File: src/rtl/led_seq_gen.sv
// Parametrised LED pattern sequencer: rotate, ping-pong, hold and fill patterns
// stepped by a programmable dwell prescaler.
module led_seq_gen #(
   parameter  int unsigned NLED  = 3,
   parameter  int unsigned CNT_W = 24,
   localparam int unsigned IDX_W = ($clog2(NLED) > 1) ? $clog2(NLED) : 1
) (
   input  logic             clk,
   input  logic             rst,
   input  logic             en,
   input  logic [1:0]       mode,
   input  logic             dir,
   input  logic [CNT_W-1:0] dwell,
   output logic [NLED-1:0]  light,
   output logic [IDX_W-1:0] idx,
   output logic             step_pulse
);

   localparam logic [1:0] M_ROT  = 2'b00;
   localparam logic [1:0] M_PING = 2'b01;
   localparam logic [1:0] M_HOLD = 2'b10;
   localparam logic [1:0] M_FILL = 2'b11;

   localparam logic [IDX_W-1:0] IDX_LAST = IDX_W'(NLED - 1);
   localparam logic [IDX_W-1:0] IDX_PREV = IDX_W'(NLED - 2);

   typedef enum logic {
      UP   = 1'b0,
      DOWN = 1'b1
   } pdir_t;

   pdir_t            pdir, pdir_n;
   logic [CNT_W-1:0] cnt, cnt_n;
   logic [IDX_W-1:0] idx_n;
   logic [1:0]       mode_q;
   logic [NLED-1:0]  light_n;
   logic             tick;

   // State register
   always_ff @(posedge clk) begin
      if (rst) begin
         cnt        <= '0;
         idx        <= '0;
         pdir       <= UP;
         mode_q     <= M_ROT;
         light      <= NLED'(1);
         step_pulse <= 1'b0;
      end else begin
         cnt        <= cnt_n;
         idx        <= idx_n;
         pdir       <= pdir_n;
         mode_q     <= mode;
         light      <= light_n;
         step_pulse <= tick;
      end
   end

   // Next state: prescaler, step index and ping-pong direction
   always_comb begin
      cnt_n  = cnt;
      idx_n  = idx;
      pdir_n = pdir;
      tick   = 1'b0;

      if (en) begin
         if (mode == M_HOLD) begin
            cnt_n = '0;
         end else if (cnt >= dwell) begin
            cnt_n = '0;
            tick  = 1'b1;
         end else begin
            cnt_n = cnt + CNT_W'(1);
         end

         if (mode != M_PING) begin
            pdir_n = pdir_t'(dir);
         end

         if (tick) begin
            if (mode == M_PING) begin
               if (pdir == UP) begin
                  if (idx == IDX_LAST) begin
                     pdir_n = DOWN;
                     idx_n  = IDX_PREV;
                  end else begin
                     idx_n  = idx + IDX_W'(1);
                  end
               end else begin
                  if (idx == '0) begin
                     pdir_n = UP;
                     idx_n  = IDX_W'(1);
                  end else begin
                     idx_n  = idx - IDX_W'(1);
                  end
               end
            end else if (!dir) begin
               idx_n = (idx == IDX_LAST) ? '0 : idx + IDX_W'(1);
            end else begin
               idx_n = (idx == '0) ? IDX_LAST : idx - IDX_W'(1);
            end
         end
      end
   end

   // Output decode; light only needs refreshing when the index or mode moves
   always_comb begin
      light_n = light;
      if (tick || (mode != mode_q)) begin
         for (int unsigned i = 0; i < NLED; i++) begin
            light_n[i] = (mode == M_FILL) ? (IDX_W'(i) <= idx_n) : (IDX_W'(i) == idx_n);
         end
      end
   end

endmodule

File: config.mk
export PLATFORM = sky130hd
export DESIGN_NAME = led_seq_gen
export DESIGN_NICKNAME = d
export VERILOG_FILES = /design/src/rtl/led_seq_gen.sv
export SDC_FILE = /design/constraint.sdc
export NUM_CORES = 1
export LEC_CHECK = 0
export CAP_MARGIN = 20
export CORE_MARGIN = 3
export CORE_UTILIZATION = 25
export CTS_CLUSTER_DIAMETER = 50
export DETAILED_ROUTE_END_ITERATION = 16
export HOLD_SLACK_MARGIN = 0.05
export PLACE_DENSITY_LB_ADDON = 0.05
export SLEW_MARGIN = 20
export SYNTH_ARGS = -nofsm -noshare
export SYNTH_HDL_FRONTEND = slang
export SYNTH_SLANG_ARGS = --single-unit
File: constraint.sdc
create_clock -name clk -period 4.9 [get_ports clk]
set_input_delay 0.98 -clock clk [delete_from_list [all_inputs] [get_ports clk]]
set_output_delay 0.98 -clock clk [all_outputs]
set_load 0.01 [all_outputs]
==> results of run 1 <==
-- through the flow --
step	utilization [%]	power, mW	hold WS, ps	area, sq um
floorplan	-	0.3258	460.2	2397
CTS	31.86	0.5741	483.7	2958
finish	31.86	0.5616	489.4	2958
global placement	30.97	0.3633	475.9	2875
global route	31.86	0.5963	524.0	2958
detailed placement	30.97	0.3639	469.9	2875
-- tightest hold or removal path: stages (launching register included) --
cell and delay [ps]:
dfxtp_1 310, nand3b_1 80, o21ai_1 60
-- how the worst max path moves through the flow --
stage          depth (start not counted)     start      end
2_1_floorplan                          9  dwell[0]   cnt[8]
3_3_place_gp                          10  dwell[0]  cnt[10]
3_5_place_dp                          10  dwell[0]   cnt[7]
4_1_cts                               10  dwell[0]   cnt[7]
5_1_grt                               10  dwell[0]  cnt[23]
6_report                              10  dwell[0]   cnt[7]
-- cells in the mapped netlist, types with 3 or more instances --
| cell | number |
|---|---|
| a41oi_1 | 4 |
| o311a_1 | 3 |
| clkbuf_1 | 8 |
| dfxtp_1 | 33 |
| a21o_1 | 3 |
| inv_1 | 31 |
| a311oi_1 | 20 |
| nor3_1 | 9 |
| and3_1 | 8 |
| nand2b_1 | 3 |
| o21ai_0 | 6 |
| ha_1 | 29 |
| a211o_1 | 3 |
| nand4_1 | 5 |
| nor2b_1 | 3 |
| nand2_1 | 22 |
| nand3_1 | 7 |
| nor2_1 | 15 |
| or3_1 | 6 |
| a21oi_1 | 31 |
| a211oi_1 | 4 |
| buf_2 | 3 |
| o21ai_1 | 6 |
-- logic make-up (layout without fill, tap and decap cells) --
kind of cell / Yosys count / after routing / share of synthesized area (%)
mux: 2 / 2 / 0.8351
buf+inv: 44 / 79 / 7.828
simple gates: 91 / 91 / 20.20
flops: 33 / 33 / 27.56
xor+xnor: 2 / 2 / 0.7308
compound gates: 95 / 95 / 27.71
fa+ha+maj: 29 / 29 / 15.14
-- sequential cells by signal (all words and copies together) (netlist names) --
name and cells:
cnt 24, idx 2, light 3, mode_q 2
pdir 1, step_pulse 1
-- cell type report --
cell class | count | area share [%]
flip-flops and latches | 33 | 22.34
inverters | 31 | 3.934
clock buffers | 6 | 2.453
clock inverters | 2 | 0.3384
multi-input cells | 219 | 52.37
well taps | 129 | 5.457
repair buffers | 40 | 13.11
-- power by group through the flow --
stage | Clock [mW] | Sequential [mW] | Combinational [mW]
floorplan | 0 | 0.278 | 0.0474
global placement | 0 | 0.279 | 0.0842
finish | 0.205 | 0.273 | 0.0843
CTS | 0.216 | 0.273 | 0.0855
global route | 0.228 | 0.273 | 0.0952
detailed placement | 0 | 0.279 | 0.0848
-- metal layers --
layer / GRT usage, % / share of wire (%) / vias to the layer above
met1: 17.07 / 51 / 1007
met4: 2.849 / 1.1 / 0
met2: 18.01 / 44 / 47
li1: - / - / 1181
met3: 2.793 / 4.0 / 6
met5: 0 / 0 / -
==> results.ini, run 1 <==
[worst_hold_path]
min_to=light[1]
min_from=light[1]
hold_class=reg -> reg
holdPathStages=2

[sta]
relSlewSlack_pct=54.77
finalCritPeriodShare_pct=75.74
drv_slew=0
period_needed_ps=3711
rsz0062_at_grt=false
finalHoldViolCount=0
worst_slew_pin_slew_ps=674.4
setup_tns_ps=0
skew_ps=5.454
setup_viol_count_final=0
fmax_ghz=0.2694
finalWorstSetupSlack_ps=1189

[placed_design]
dp.cells=452
pre_cts_ws_ps=882.9
place_congestion=0.7375
hpwl_um=4508
numPortBuffers=35

[power]
leakagePower_nw=1.223
powerDensity_nw_per_um2=189.9
clkPwrFrac_pct=36.4
power_frac_comb_pct=15.0
p_seq_share_pct=48.6
p_sw_share_pct=26.83
switchingPower_uw=150.7
vdd_ir_drop_max_v=0.00009063
cellInternalPower_uw=410.9

[global_route]
grt_pass1_wl_um=10810
grt_pass1_vias=2183
overflow=0
grt.total_usage_pct=11.90
antenna_found_initial=0
grt_start_max_net_pins=36

[clock_network]
cts-root-buf=clkbuf_8
cts_buffer_depth=2
clk_pin_slew_ps=70
htree_num_levels=2
cts_made_buffers=5
holdBufCountCts=0
clk_latency_ps=280
cts_setup_buffers=0
cts.sinks=33
cts_tree=built
post_cts_resized=0

[floorplanning]
start_util_pct=25.82
core_sq_um=9284
num_rows=35
boundaryPins=36
dieWidth_um=103.9
die_area_sq_um=10800
fp.dieH_um=103.9

[final_layout]
diodes=0
layout-drive-gt1-share_pct=4.834
nets=389
layout_common_cells=35 x clkdlybuf4s50_1, 33 x dfxtp_1, 31 x inv_1, 31 x a21oi_1, 29 x ha_1
multi_input_area_sq_um=1549
synthToLayoutAreaGrowth_pct=23.38
layout_commonest_cell=clkdlybuf4s50_1
layoutNonFillerInstCount=460
register_area_sq_um=660.6
fill_cells=1004

[yosys]
ys_seq_area_share_pct=27.56
syn_area_sq_um=2397
netlist_top_cells_area=dfxtp_1 28%, ha_1 15%, a311oi_1 7.3%
ys_ff_latch=33
synth_top_area_share_pct=27.56
syn_nets=355
avgSynthCellArea_sq_um=8.099
synth_top_cell_by_area=dfxtp_1
ys.flop_type=dfxtp_1
synth_edf_count=0
synth_cells=296
async_reset_ff_share_pct=0
ys_warn_count=0
synth_cell_types=47

[route]
drt_iter0_drc=66
via_per_inst=4.872
final_antenna_net_count=0
num_vias=2241
dr.pass1.iters=4
wl_per_cell_um=13.66
drt_wl_total_um=6285
drc_errors=0

[worst_setup_path]
critPathKind=in -> reg
worstPathCellList=clkdlybuf4s50_1, ha_1, nand2b_4, a2111o_1, a311o_1, a211o_1, nor2_4, buf_4, a41oi_1, a311oi_1
worst_path_max_delay_cell=a211o_1
r2r_cells=10
critical_path.top_delay_family=compound AO/OA/AOI/OAI gates
crit_fanout=35
slowest_delay_ps=410
cp-end-kind=flip-flop
critPathRequiredTime_ps=5100
r2r-start=cnt[0]
arrival_ps=3910
crit_buf_inv=2
timing.rr.end=cnt[7]
rrSetupSlack_ps=1870
start_kind=input port

[run_status]
outcome=finished, final reports clean

[run]
drv_cap=0

No activity file was read; power rests on OpenSTA's default activity.
==> run 2, diff against run 1 <==
==> constraint.sdc (replaced) <==
create_clock -name clk -period 3.25 [get_ports clk]
set_input_delay 0.65 -clock clk [delete_from_list [all_inputs] [get_ports clk]]
set_output_delay 0.65 -clock clk [all_outputs]
set_load 0.01 [all_outputs]
==> results.ini, run 2 (synthesized netlist as in run 1, its figures left out) <==
[global_route]
antenna_found_initial=0
grt_start_max_net_pins=27
grt.total_usage_pct=12.25
overflow=0
grt_pass1_wl_um=11050
grt_pass1_vias=2249

[floorplanning]
start_util_pct=25.82
fp.dieH_um=103.9
num_rows=35
die_area_sq_um=10800
boundaryPins=36
core_sq_um=9284
dieWidth_um=103.9

[route]
dr.pass1.iters=4
drc_errors=0
wl_per_cell_um=13.42
via_per_inst=4.757
drt_iter0_drc=71
drt_wl_total_um=6349
num_vias=2250
final_antenna_net_count=0

[worst_setup_path]
critPathKind=in -> reg
critPathRequiredTime_ps=3450
start_kind=input port
r2r-start=cnt[0]
crit_fanout=6
arrival_ps=3370
critPathLaunch=dwell[0]
cp-end-kind=flip-flop

[power]
total_power_uw=864.7
power_frac_comb_pct=15.9
switchingPower_uw=237.4
powerDensity_nw_per_um2=275.3
leakagePower_nw=1.305
cellInternalPower_uw=627.3
vdd_ir_drop_max_v=0.0001205
clkPwrFrac_pct=36.6
p_sw_share_pct=27.45
p_seq_share_pct=47.6

[clock_network]
cts_made_buffers=5
htree_num_levels=2
holdBufCountCts=0
clk_pin_slew_ps=80
cts_tree=built
clk_latency_ps=290
cts-root-buf=clkbuf_8
cts_buffer_depth=2
cts.sinks=33

[final_layout]
synthToLayoutAreaGrowth_pct=31.00
nets=402
layout_common_cells=35 x clkdlybuf4s50_1, 33 x dfxtp_1, 31 x inv_1, 30 x a21oi_1, 29 x ha_1
largestRegisters=cnt (24), light (3)
layout_commonest_cell=clkdlybuf4s50_1
utilization_pct=33.83
layout-drive-gt1-share_pct=10.47
largest_register_ffs=24
diodes=0
regMostFlops=cnt

[worst_hold_path]
min_from=light[1]
hold_class=reg -> reg

[run]
drv_cap=0

[sta]
skew_ps=10.32
setup_viol_count_final=0
worst_slew_pin_slew_ps=636.9
drv_slew=0
finalHoldViolCount=0
setup_tns_ps=0
finalCritPeriodShare_pct=97.35
worst_hold_slack_ps=490.3
finalWorstSetupSlack_ps=86.27
relSlewSlack_pct=57.16
fmax_ghz=0.3161
period_needed_ps=3164
rsz0062_at_grt=true

[placed_design]
hpwl_um=4617
pre_cts_ws_ps=-404.5
place_congestion=0.7325
numPortBuffers=35

[run_status]
outcome=finished, final reports clean

## run 2: cell types whose count changed in the layout (fill, tap and decap cells not counted), moves of 2 or more
cell	previous run	this run
a311oi_1	20	17
a311oi_2	0	3
buf_12	0	2
buf_4	5	15
## run 2: power by group through the flow
| stage | Clock (mW) | Combinational, mW | Sequential [mW] |
|---|---|---|---|
| 2_1_floorplan | 0 | 0.0714 | 0.420 |
| 3_3_place_gp | 0 | 0.135 | 0.421 |
| 3_5_place_dp | 0 | 0.135 | 0.421 |
| 4_1_cts | 0.331 | 0.137 | 0.411 |
| 5_1_grt | 0.349 | 0.155 | 0.412 |
| 6_report | 0.316 | 0.137 | 0.411 |
## run 2: layer usage
layer  routed length, um  share of wire, %  vias to the layer above  GRT usage, %
met5                   0                 0                        -             0
met4                  39              0.61                        0         3.419
met3                 263               4.1                        2         2.483
met2                2716                43                       41         18.48
met1                3329                52                      999         17.66
li1                    -                 -                     1208             -
## run 2: worst paths after layout
| check | slack (ps) | end | depth (start not counted) |
|---|---|---|---|
| setup reg to reg | 440 | cnt[6] | 9 |
| hold / removal | 490 | light[1] | 2 |
| setup / recovery | 90 | cnt[6] | 9 |
| hold reg to reg | 490 | light[1] | 2 |
## run 2: what timing repair did
item,4_1_cts,5_1_grt
setup endpoints to repair,8,9
pin swaps,3,2
buffers inserted,2,2
cloned,0,1
gates resized for setup,3,7
## run 2: final cells by class
type                            count  area, sq um
Multi-Input combinational cell    219         1592
Tap cell                          129        161.4
Inverter                           31        116.4
Fill cell                        1013         6143
Sequential cell                    33        660.6
Clock inverter                      2        10.01
Clock buffer                        6        72.57
Timing Repair Buffer               53        528.0
## run 2: per-stage QoR
step / area, sq um / std cells
floorplan: 2397 / 296
global placement: 2960 / 460
detailed placement: 2960 / 460
CTS: 3073 / 470
global route: 3141 / 473
finish: 3141 / 473
## run 2: critical path: stages
cell and delay (ps):
clkdlybuf4s50_1 400, ha_1 290, nand2b_4 130, a2111o_1 360, a311o_1 320, a211o_4 410
clkbuf_16 170, or3_1 380, a311oi_2 250
==> run 3, diff against run 2 <==
--- a/config.mk
+++ b/config.mk
@@ -8,6 +8,7 @@
 export CAP_MARGIN = 20
 export CORE_MARGIN = 3
 export CORE_UTILIZATION = 25
+export CTS_BUF_LIST = sky130_fd_sc_hd__clkbuf_8
 export CTS_CLUSTER_DIAMETER = 50
 export DETAILED_ROUTE_END_ITERATION = 16
 export HOLD_SLACK_MARGIN = 0.05
==> results.ini, run 3 (synthesized netlist as in run 1, its figures left out) <==
[worst_setup_path]
rrSetupSlack_ps=440
worst_path_max_delay_cell=a211o_4
worstPathCellList=clkdlybuf4s50_1, ha_1, nand2b_4, a2111o_1, a311o_1, a211o_4, clkbuf_16, or3_1, a311oi_2
critPathKind=in -> reg
cp-end-kind=flip-flop
critical_path.top_delay_family=compound AO/OA/AOI/OAI gates
r2r_cells=9
critPathRequiredTime_ps=3450
slowest_delay_ps=410
start_kind=input port
crit_buf_inv=2
arrival_ps=3370
timing.rr.end=cnt[6]
r2r-start=cnt[0]
crit_fanout=6

[clock_network]
cts_tree=built
cts_made_buffers=5
htree_num_levels=2
cts.sinks=33
clk_latency_ps=290
cts_buffer_depth=2
clk_pin_slew_ps=80
cts-root-buf=clkbuf_8

[route]
drt_iter0_drc=71
final_antenna_net_count=0
num_vias=2250
drt_wl_total_um=6349
wl_per_cell_um=13.42
drc_errors=0
dr.pass1.iters=4
via_per_inst=4.757

[power]
vdd_ir_drop_max_v=0.0001205
leakagePower_nw=1.310
powerDensity_nw_per_um2=274.4
total_power_uw=861.8

[final_layout]
largestRegisters=cnt (24), light (3)
largest_register_ffs=24
layout-drive-gt1-share_pct=10.47
multi_input_area_sq_um=1592
fill_cells=1013
diodes=0
synthToLayoutAreaGrowth_pct=31.00
regMostFlops=cnt
nets=402
layout_common_cells=35 x clkdlybuf4s50_1, 33 x dfxtp_1, 32 x inv_1, 30 x a21oi_1, 29 x ha_1
register_area_sq_um=660.6
layout_commonest_cell=clkdlybuf4s50_1

[floorplanning]
start_util_pct=25.82
die_area_sq_um=10800
boundaryPins=36
dieWidth_um=103.9
core_sq_um=9284
num_rows=35
fp.dieH_um=103.9

[global_route]
grt.total_usage_pct=12.25
overflow=0
gr-usage-met2_pct=18.48
use_met1_pct=17.66
grt-busiest-layer=met2
antenna_found_initial=0
grt_start_max_net_pins=27
grt_pass1_vias=2249
grt_pass1_wl_um=11050
use_met3_pct=2.483

[sta]
fmax_ghz=0.3161
rsz0062_at_grt=true
relSlewSlack_pct=57.16
period_needed_ps=3163
finalHoldViolCount=0
setup_viol_count_final=0
worst_slew_pin_slew_ps=636.9
skew_ps=10.52
drv_slew=0
finalCritPeriodShare_pct=97.33
worst_hold_slack_ps=490.3
finalWorstSetupSlack_ps=86.64

[worst_hold_path]
min_from=light[1]
hold_class=reg -> reg
holdPathStages=2
min_to=light[1]

[placed_design]
numPortBuffers=35
pre_cts_ws_ps=-404.5
hpwl_um=4617
place_congestion=0.7325

[run_status]
outcome=finished, final reports clean

[run]
drv_cap=0

==> run 3: final cells by class <==
class	instances	share of cell area [%]
Clock buffer	5	2.191
Clock inverter	3	0.4382
Inverter	31	3.705
Multi-Input combinational cell	219	50.68
Sequential cell	33	21.04
Tap cell	129	5.139
Timing Repair Buffer	53	16.81
==> run 3: worst max-delay path by stage <==
| stage | endpoint | cells after the start | start |
|---|---|---|---|
| floorplan | cnt[8] | 9 | dwell[0] |
| global placement | cnt[4] | 9 | dwell[0] |
| detailed placement | cnt[6] | 9 | dwell[0] |
| CTS | cnt[3] | 9 | dwell[0] |
| global route | cnt[2] | 10 | dwell[6] |
| finish | cnt[6] | 9 | dwell[0] |
==> run 3: stage by stage <==
step	setup TNS [ps]	std cells	util (%)	area, sq um
2_1_floorplan	0	296	-	2397
3_3_place_gp	-6811	460	31.89	2960
3_5_place_dp	-7797	460	31.89	2960
4_1_cts	0	470	33.10	3073
5_1_grt	0	473	33.83	3141
6_report	0	473	33.83	3141
==> run 3: where the power goes <==
group / total [mW] / internal (mW) / leakage [nW] / switching (mW)
sequential: 0.411 / 0.408 / 0.267 / 0.00337
combinational: 0.137 / 0.0706 / 0.994 / 0.0668
clock: 0.313 / 0.146 / 0.0491 / 0.167
==> run 3: layer usage <==
layer,vias up,wire (um)
li1,1208,-
met1,999,3329
met2,41,2716
met3,2,263
met4,0,39
met5,-,0
==> run 3: repair_timing <==
item	CTS	global route
pin swaps	3	2
hold endpoints to repair	0	0
buffers inserted	2	2
endpoints found under the setup margin	8	9
hold buffers	0	0
gates cloned	0	1
gates resized for setup	3	7
==> run 3: tightest hold or removal path: cells and delay by family, from the launching register on <==
kind	cells	cell delay [ps]
DFF	1	320
and+or+nand+nor	1	70
AOI/OAI and AO/OA	1	60
